<file path="config.mk">
export PLATFORM = sky130hd
export DESIGN_NAME = cmp_seq_flat
export DESIGN_NICKNAME = d
export VERILOG_FILES = /design/src/rtl/cmp_seq_if.sv /design/src/rtl/cmp_seq.sv /design/src/flat_wrapper.sv
export SDC_FILE = /design/constraint.sdc
export NUM_CORES = 1
export LEC_CHECK = 0
export BUFFER_PORTS_ARGS = -buffer_cell sky130_fd_sc_hd__clkbuf_2
export CORE_UTILIZATION = 23
export DETAILED_ROUTE_END_ITERATION = 7
export PLACE_DENSITY = 0.4
export SETUP_SLACK_MARGIN = 0.02
export SLEW_MARGIN = 20
export SYNTH_ARGS = -nofsm -noshare
export SYNTH_HDL_FRONTEND = slang
export SYNTH_SLANG_ARGS = --single-unit
</file>
<file path="constraint.sdc">
create_clock -name sys_clk -period 4.2 [get_ports sys_clk]
set_input_delay 0.42 -clock sys_clk [delete_from_list [all_inputs] [get_ports sys_clk]]
set_output_delay 0.42 -clock sys_clk [all_outputs]
set_load 0.02 [all_outputs]
</file>
<file path="src/rtl/cmp_seq_if.sv">
// Handshake and operand bundle for cmp_seq: operand/cascade input channel
// and result output channel, each with its own valid/ready pair.
interface cmp_seq_if #(
    parameter int unsigned WIDTH = 32
);
    logic             in_valid;
    logic             in_ready;
    logic [WIDTH-1:0] a;
    logic [WIDTH-1:0] b;
    logic             fi_big;
    logic             fi_equal;
    logic             fi_small;
    logic             out_valid;
    logic             out_ready;
    logic             fo_big;
    logic             fo_equal;
    logic             fo_small;

    modport master (
        output in_valid, a, b, fi_big, fi_equal, fi_small, out_ready,
        input  in_ready, out_valid, fo_big, fo_equal, fo_small
    );

    modport slave (
        input  in_valid, a, b, fi_big, fi_equal, fi_small, out_ready,
        output in_ready, out_valid, fo_big, fo_equal, fo_small
    );
endinterface

</file>
<file path="src/rtl/cmp_seq.sv">
// Multi-cycle magnitude comparator: CHUNK bits per clock, MSB chunk first,
// early exit on the first unequal chunk. Define CMP_SIGNED_EN for two's complement.
module cmp_seq #(
    parameter int unsigned WIDTH = 32,
    parameter int unsigned CHUNK = 4
) (
    input  logic     sys_clk,
    input  logic     sys_rst_n,
    cmp_seq_if.slave bus
);
    localparam int unsigned NCHUNK = WIDTH / CHUNK;
    localparam int unsigned IDX_W  = (NCHUNK > 1) ? $clog2(NCHUNK) : 1;
    localparam logic [IDX_W-1:0] IDX_TOP = IDX_W'(NCHUNK - 1);

    // Result encoding {big, equal, small}
    localparam logic [2:0] RES_BIG   = 3'b100;
    localparam logic [2:0] RES_EQUAL = 3'b010;
    localparam logic [2:0] RES_SMALL = 3'b001;

    typedef enum logic [1:0] {
        S_IDLE = 2'd0,
        S_RUN  = 2'd1,
        S_DONE = 2'd2
    } state_e;

    state_e           state_q, state_d;
    logic [IDX_W-1:0] idx_q, idx_d;
    logic [WIDTH-1:0] a_q, a_d;
    logic [WIDTH-1:0] b_q, b_d;
    logic [2:0]       fi_q, fi_d;
    logic [2:0]       fo_q, fo_d;
    logic             out_valid_q, out_valid_d;

    logic [CHUNK-1:0] a_ch, b_ch;
    logic [2:0]       casc_res;
    logic             accept;

    assign bus.in_ready  = (state_q == S_IDLE) && sys_rst_n;
    assign accept        = bus.in_valid && bus.in_ready;
    assign bus.out_valid = out_valid_q;
    assign bus.fo_big    = fo_q[2];
    assign bus.fo_equal  = fo_q[1];
    assign bus.fo_small  = fo_q[0];

    // Current chunk of each registered operand
    always_comb begin
        a_ch = '0;
        b_ch = '0;
        for (int unsigned i = 0; i < NCHUNK; i++) begin
            if (idx_q == IDX_W'(i)) begin
                a_ch = a_q[i*CHUNK +: CHUNK];
                b_ch = b_q[i*CHUNK +: CHUNK];
            end
        end
`ifdef CMP_SIGNED_EN
        // Flipping the sign bit turns a two's-complement compare into unsigned
        if (idx_q == IDX_TOP) begin
            a_ch[CHUNK-1] = ~a_ch[CHUNK-1];
            b_ch[CHUNK-1] = ~b_ch[CHUNK-1];
        end
`endif
    end

    // All chunks equal: big wins over small; no flag set still reports equal
    always_comb begin
        casez (fi_q)
            3'b1??:  casc_res = RES_BIG;
            3'b0?1:  casc_res = RES_SMALL;
            default: casc_res = RES_EQUAL;
        endcase
    end

    always_comb begin
        state_d     = state_q;
        idx_d       = idx_q;
        a_d         = a_q;
        b_d         = b_q;
        fi_d        = fi_q;
        fo_d        = fo_q;
        out_valid_d = out_valid_q;

        case (state_q)
            S_IDLE: begin
                if (accept) begin
                    a_d     = bus.a;
                    b_d     = bus.b;
                    fi_d    = {bus.fi_big, bus.fi_equal, bus.fi_small};
                    idx_d   = IDX_TOP;
                    state_d = S_RUN;
                end
            end
            S_RUN: begin
                if (a_ch > b_ch) begin
                    fo_d        = RES_BIG;
                    out_valid_d = 1'b1;
                    state_d     = S_DONE;
                end else if (a_ch < b_ch) begin
                    fo_d        = RES_SMALL;
                    out_valid_d = 1'b1;
                    state_d     = S_DONE;
                end else if (idx_q == '0) begin
                    fo_d        = casc_res;
                    out_valid_d = 1'b1;
                    state_d     = S_DONE;
                end else begin
                    idx_d = idx_q - 1'b1;
                end
            end
            S_DONE: begin
                if (bus.out_ready) begin
                    fo_d        = '0;
                    out_valid_d = 1'b0;
                    state_d     = S_IDLE;
                end
            end
            default: begin
                fo_d        = '0;
                out_valid_d = 1'b0;
                state_d     = S_IDLE;
            end
        endcase
    end

    always_ff @(posedge sys_clk or negedge sys_rst_n) begin
        if (!sys_rst_n) begin
            state_q     <= S_IDLE;
            idx_q       <= IDX_TOP;
            a_q         <= '0;
            b_q         <= '0;
            fi_q        <= '0;
            fo_q        <= '0;
            out_valid_q <= 1'b0;
        end else begin
            state_q     <= state_d;
            idx_q       <= idx_d;
            a_q         <= a_d;
            b_q         <= b_d;
            fi_q        <= fi_d;
            fo_q        <= fo_d;
            out_valid_q <= out_valid_d;
        end
    end
endmodule

</file>
<file path="src/flat_wrapper.sv">
// flat-port wrapper written by rule: the top's interface ports become plain ports
module cmp_seq_flat 
#(
    parameter int unsigned WIDTH = 32,
    parameter int unsigned CHUNK = 4
)
  (sys_clk, sys_rst_n, bus_in_valid, bus_a, bus_b, bus_fi_big, bus_fi_equal, bus_fi_small, bus_out_ready, bus_in_ready, bus_out_valid, bus_fo_big, bus_fo_equal, bus_fo_small);
  cmp_seq_if #(.WIDTH(WIDTH)) bus_i ();
  input  logic sys_clk;
  input  logic sys_rst_n;
  input wire logic [$bits(bus_i.in_valid)-1:0] bus_in_valid;
  input wire logic [$bits(bus_i.a)-1:0] bus_a;
  input wire logic [$bits(bus_i.b)-1:0] bus_b;
  input wire logic [$bits(bus_i.fi_big)-1:0] bus_fi_big;
  input wire logic [$bits(bus_i.fi_equal)-1:0] bus_fi_equal;
  input wire logic [$bits(bus_i.fi_small)-1:0] bus_fi_small;
  input wire logic [$bits(bus_i.out_ready)-1:0] bus_out_ready;
  output wire logic [$bits(bus_i.in_ready)-1:0] bus_in_ready;
  output wire logic [$bits(bus_i.out_valid)-1:0] bus_out_valid;
  output wire logic [$bits(bus_i.fo_big)-1:0] bus_fo_big;
  output wire logic [$bits(bus_i.fo_equal)-1:0] bus_fo_equal;
  output wire logic [$bits(bus_i.fo_small)-1:0] bus_fo_small;
  assign bus_i.in_valid = bus_in_valid;
  assign bus_i.a = bus_a;
  assign bus_i.b = bus_b;
  assign bus_i.fi_big = bus_fi_big;
  assign bus_i.fi_equal = bus_fi_equal;
  assign bus_i.fi_small = bus_fi_small;
  assign bus_i.out_ready = bus_out_ready;
  assign bus_in_ready = bus_i.in_ready;
  assign bus_out_valid = bus_i.out_valid;
  assign bus_fo_big = bus_i.fo_big;
  assign bus_fo_equal = bus_i.fo_equal;
  assign bus_fo_small = bus_i.fo_small;
  cmp_seq #(.WIDTH(WIDTH), .CHUNK(CHUNK)) u_core (.sys_clk(sys_clk), .sys_rst_n(sys_rst_n), .bus(bus_i));
endmodule
</file>
==> flow_summary.ini, run 1 <==
[placement]
port_buffers = 74
dp_hpwl_um = 7390
gp_congestion = 0.743
dpl_cell_area_um2 = 4510

[synthesis]
synth_flop_cell = dfrtp_1
synth_seq_area_share = 0.475
synth_edf_count = 0
synth_area_leader_cell = dfrtp_1
synthCells = 318
ys_seq_elements = 75
synth_area_leaders = dfrtp_1 (46%), mux2_4 (24%), nand2_1 (3.7%)
synthArstFlopShare = 1.00
syn_area_per_cell_um2 = 12.4
synthesis.nets = 398
yosysTopAreaCellShare = 0.456
yosysWarnings = 0
ys_types = 43
synth_area_um2 = 3960

[critical_path]
crit-reg2reg-launch = u_core.idx_q[0]$_DFFE_PN1P_
r2r_end = u_core.idx_q[2]$_DFFE_PN1P_
worst-path-max-fanout = 12
cp-end-kind = register
critPathRequiredTime_ps = 4460
reg2reg_slack_ps = 730
cp.arrival_ps = 3730
critical_path_class = reg -> reg
r2r_cells = 11
start_kind = register

[routing]
drt_first_pass_iters = 4
wl_per_cell_um = 16.7
drcViolationCount = 0
drt-total-wl_um = 10200
antenna_left = 0
drtIter0Drc = 133
vias = 2642
via_per_inst = 4.30

[sta]
final_hold_viol_count = 0
finalSetupViolCount = 0
setup_tns_ps = 0
min_period_ps = 3470
fin_worst_skew_ps = 9.39
fmax_ghz = 0.288
slew-limit-headroom = 0.348
rsz0062_at_grt = false
tightestPinTransition_ps = 979
slew_violations = 0
fin_crit_sh = 0.826

[clocking]
cts_tree = built
cts.sinks = 75
cts_buffers = 9
clock_latency_ps = 340
cts.path.max_buffers = 2
cts_resized = 0
post_cts_buffers = 0
hold_buffers = 0
htree_levels = 3
clkTransAtPathRegs_ps = 60
root_buffer = clkbuf_16

[floorplanning]
start_util = 0.237
fp.dieH_um = 133
num_io_pins = 76
num_rows = 47
dieArea_um2 = 17700
core_um2 = 16700
die_w_um = 133

[final_layout]
fin_util = 0.290
synthToLayoutAreaGrowth_pct = 22.5
antennaDiodeCount = 0
drive_gt1_frac = 0.424
seqCellArea_um2 = 1880
stdcell_area_um2 = 4840
fin_nets = 471
fill_cells = 1770
multiInputGateArea_um2 = 1900

[power]
p_per_area_nw_per_um2 = 786
power.leakage_nw = 2.23
vdd_drop_max_v = 0.000348

[global_route]
grt-busiest-layer = met2
grt_pass1_vias = 2904
grt_overflow = 0
grt_use_met2 = 0.187
grt_start_max_net_pins = 77
grt_pass1_wl_um = 16400
grt_use_met1 = 0.170
antenna_found_initial = 0
grt_usage = 0.124
grt_util_met3 = 0.0350

[worst_hold_path]
min-delay-start = bus_b[10]
hold_path_end = u_core.b_q[10]$_DFFE_PN0P_
holdPathStages = 3
hold_class = in -> reg

[run_status]
status = finished, final reports clean

[job]
cap_violations = 0
per-layer routing:
layer | routed length, um | up-vias | part of all wire
met5 | 0 | - | 0
met4 | 108 | 0 | 0.011
met3 | 423 | 8 | 0.041
met2 | 4610 | 58 | 0.45
met1 | 5110 | 1284 | 0.50
li1 | - | 1292 | -
kinds of logic after synthesis:
group | Yosys count | share of synthesized area
buffers and inverters | 28 | 0.0443
adder cells (fa/ha/maj) | 9 | 0.0285
multiplexers | 64 | 0.240
flip-flops | 75 | 0.475
AO/OA/AOI/OAI | 68 | 0.116
AND/OR/NAND/NOR | 74 | 0.0955
flip-flops by register name, indices dropped and copies added (netlist names):
signal and flops:
u_core.a_q 32, u_core.b_q 32, u_core.fo_q 3, u_core.idx_q 3
u_core.fi_q 2, u_core.state_q 2, u_core.bus.out_valid 1
synthesized netlist by cell type (all sizes together) (2+ instances only):
master / n
a211oi: 6
o31a: 2
a21oi: 11
o311ai: 2
nor2b: 3
nand2b: 9
o21ai: 20
o211ai: 4
dfstp: 3
nand2: 39
a21o: 4
mux2: 62
nor3: 2
buf: 14
a31oi: 4
a222oi: 4
clkbuf: 4
o32ai: 4
ha: 9
dfrtp: 72
nor2: 12
mux2i: 2
o31ai: 2
a2111oi: 2
inv: 10
worst max path at each step:
stage                                 from                           to
2_1_floorplan  u_core.idx_q[0]$_DFFE_PN1P_  u_core.idx_q[2]$_DFFE_PN1P_
3_3_place_gp   u_core.idx_q[0]$_DFFE_PN1P_  u_core.idx_q[2]$_DFFE_PN1P_
3_5_place_dp   u_core.idx_q[0]$_DFFE_PN1P_  u_core.idx_q[2]$_DFFE_PN1P_
4_1_cts        u_core.idx_q[0]$_DFFE_PN1P_  u_core.idx_q[2]$_DFFE_PN1P_
5_1_grt        u_core.idx_q[0]$_DFFE_PN1P_  u_core.idx_q[2]$_DFFE_PN1P_
6_report       u_core.idx_q[0]$_DFFE_PN1P_  u_core.idx_q[2]$_DFFE_PN1P_
worst max-delay path, stage by stage (launching register included):
cell	delay [ps]
dfstp_2	540
inv_1	90
ha_1	380
buf_4	240
nor3_1	380
a222oi_1	210
o31a_1	160
ha_1	300
nand4_2	190
nor4_2	470
a21oi_1	110
or3_1	310
per-stage QoR:
step	total power [W]	cells	worst slack [ps]	hold WS, ps
after floorplan	0.00254	318	1360	124
after global placement	0.00294	600	811	495
after detailed placement	0.00296	600	708	494
after CTS	0.00387	614	702	288
after global routing	0.00409	614	486	292
final	0.00381	614	732	303
where the power goes:
| part | switching [W] | leakage (nW) | internal (W) | total, W |
|---|---|---|---|---|
| sequential | 0.000248 | 0.890 | 0.00108 | 0.00133 |
| combinational | 0.000751 | 1.17 | 0.000856 | 0.00161 |
| clock | 0.000294 | 0.161 | 0.000573 | 0.000867 |
| total | 0.00129 | 2.23 | 0.00251 | 0.00381 |
area by class of cell:
cell class                 count  area share
clock buffer                   9      0.0465
clock inverter                 5      0.0214
inverter                      10     0.00775
multi-input combinational    215       0.393
sequential                    75       0.388
tap                          220      0.0568
timing repair buffer          80      0.0863
placed cells by master (no fill, tap or decap), types with 3 or more instances in the layout:
cell / count
clkbuf_2: 73
clkbuf_16: 9
nand2b_1: 9
o211ai_1: 4
o21ai_0: 5
o21ai_1: 15
nor2_1: 12
ha_1: 9
dfstp_2: 3
mux2_4: 62
buf_4: 7
dfrtp_1: 72
a222oi_1: 4
a211oi_1: 6
nand2_1: 39
a31oi_1: 4
o32ai_1: 4
a21oi_1: 10
inv_1: 9
a21o_1: 4
bufinv_16: 3
Power figures use the tool's default switching activity.
==> run 2: changes to the inputs <==
==> constraint.sdc (replaced) <==
create_clock -name sys_clk -period 3.2 [get_ports sys_clk]
set_input_delay 0.32 -clock sys_clk [delete_from_list [all_inputs] [get_ports sys_clk]]
set_output_delay 0.32 -clock sys_clk [all_outputs]
set_load 0.02 [all_outputs]
==> flow_summary.ini, run 2 (same netlist as run 1, synthesis figures left out) <==
[run_status]
status = finished, final reports clean

[critical_path]
start_kind = register
reg2reg_slack_ps = 170
critPathRequiredTime_ps = 3460
r2r_cells = 13
cp-end-kind = register
r2r_end = u_core.idx_q[2]$_DFFE_PN1P_
crit-reg2reg-launch = u_core.idx_q[0]$_DFFE_PN1P_
critical_path_class = reg -> reg
cp.arrival_ps = 3290
worst-path-max-fanout = 4

[clocking]
hold_buffers = 0
cts_buffers = 9
htree_levels = 3
cts.path.max_buffers = 2
cts.sinks = 75
root_buffer = clkbuf_16
clock_latency_ps = 350
cts_tree = built
clkTransAtPathRegs_ps = 70

[final_layout]
final_cells = 640
final_cell_mix = clkbuf_2 (73), dfrtp_1 (72), mux2_4 (62)
antennaDiodeCount = 0
drive_gt1_frac = 0.474
seqCellArea_um2 = 1880
multiInputGateArea_um2 = 1970
stdcell_area_um2 = 5070
fin_nets = 495
fill_cells = 1752
fin_util = 0.303
largest_registers = u_core.a_q (32), u_core.b_q (32)
mostFrequentLayoutCell = clkbuf_2
synthToLayoutAreaGrowth_pct = 28.1

[floorplanning]
die_w_um = 133
num_rows = 47
dieArea_um2 = 17700
start_util = 0.237
core_um2 = 16700
fp.dieH_um = 133
num_io_pins = 76

[sta]
fin_crit_sh = 0.946
final_hold_viol_count = 0
setup_tns_ps = 0
slew_violations = 0
fmax_ghz = 0.330
fin_worst_skew_ps = 10.6
rsz0062_at_grt = false
whs_ps = 200
min_period_ps = 3030
slew-limit-headroom = 0.330
tightestPinTransition_ps = 1000
finalSetupViolCount = 0

[routing]
wl_per_cell_um = 16.3
drt_first_pass_iters = 4
via_per_inst = 4.32
drtIter0Drc = 109
drt-total-wl_um = 10400
vias = 2764
antenna_left = 0
drcViolationCount = 0

[placement]
dp_hpwl_um = 7660
dpl_cell_area_um2 = 4710
port_buffers = 74
dp_cells = 623
gp_congestion = 0.700

[global_route]
grt_overflow = 0
grt_pass1_wl_um = 16600
grt_start_max_net_pins = 77
antenna_found_initial = 0
grt_usage = 0.125
grt_pass1_vias = 2925

[power]
p_per_area_nw_per_um2 = 1030
vdd_drop_max_v = 0.000385
power.leakage_nw = 2.32

[worst_hold_path]
holdPathStages = 3
hold_path_end = u_core.b_q[11]$_DFFE_PN0P_
hold_class = in -> reg
min-delay-start = bus_b[11]

[job]
cap_violations = 0
run 2: cell types whose count changed in the layout (fill, tap and decap cells not counted), sizes merged:
cell / previous run / this run
bufinv: 3 / 0
clkinvlp: 0 / 4
inv: 10 / 12
buf: 7 / 31
clkinv: 2 / 1
run 2: worst max-delay path by stage:
stage,from,endpoint,slack [ps]
finish,u_core.idx_q[0]$_DFFE_PN1P_,u_core.idx_q[2]$_DFFE_PN1P_,170
global route,u_core.idx_q[0]$_DFFE_PN1P_,u_core.idx_q[2]$_DFFE_PN1P_,10
CTS,u_core.idx_q[1]$_DFFE_PN1P_,u_core.idx_q[2]$_DFFE_PN1P_,30
detailed placement,u_core.idx_q[1]$_DFFE_PN1P_,u_core.idx_q[2]$_DFFE_PN1P_,30
global placement,u_core.idx_q[1]$_DFFE_PN1P_,u_core.idx_q[2]$_DFFE_PN1P_,50
floorplan,u_core.idx_q[0]$_DFFE_PN1P_,u_core.idx_q[2]$_DFFE_PN1P_,360
run 2: critical path, stage by stage, from the launching register on:
cell,delay [ps]
dfstp_2,530
inv_1,60
ha_1,220
buf_4,160
nor2_1,310
o211ai_1,190
o21ai_1,130
a21oi_1,90
ha_1,260
nor4b_4,250
buf_4,170
nor4_4,50
and3_1,170
or3_1,330
run 2: report_power, final:
group / switching (W) / internal (W) / total [W]
logic: 0.00112 / 0.00138 / 0.00250
registers: 0.000333 / 0.00142 / 0.00176
clock network: 0.000429 / 0.000529 / 0.000958
total: 0.00188 / 0.00333 / 0.00521
run 2: through the flow:
step                      total power, W  worst slack, ps
after floorplan                  0.00333              361
after global placement           0.00406             47.2
after detailed placement         0.00409             34.0
after CTS                        0.00510             27.2
after global routing             0.00556             9.86
final                            0.00521              172
run 2: cell type report:
cell class                 instances  share of cell area
clock buffer                       9              0.0444
clock inverter                     7              0.0104
inverter                          10             0.00741
multi-input combinational        215               0.389
sequential                        75               0.371
tap                              220              0.0543
timing repair buffer             104               0.123
run 2: routing by layer:
layer  share of wire  wire length (um)  track usage  vias to the layer above
met1            0.50              5200        0.170                     1346
met4           0.015               153       0.0455                        0
met2            0.45              4690        0.192                       64
li1                -                 -            -                     1343
met5               0                 0            0                        -
met3           0.035               360       0.0301                       11
run 2: timing repair:
item | CTS | global route
resized for setup | 0 | 12
buffers inserted | 0 | 1
setup endpoints to repair | 0 | 9
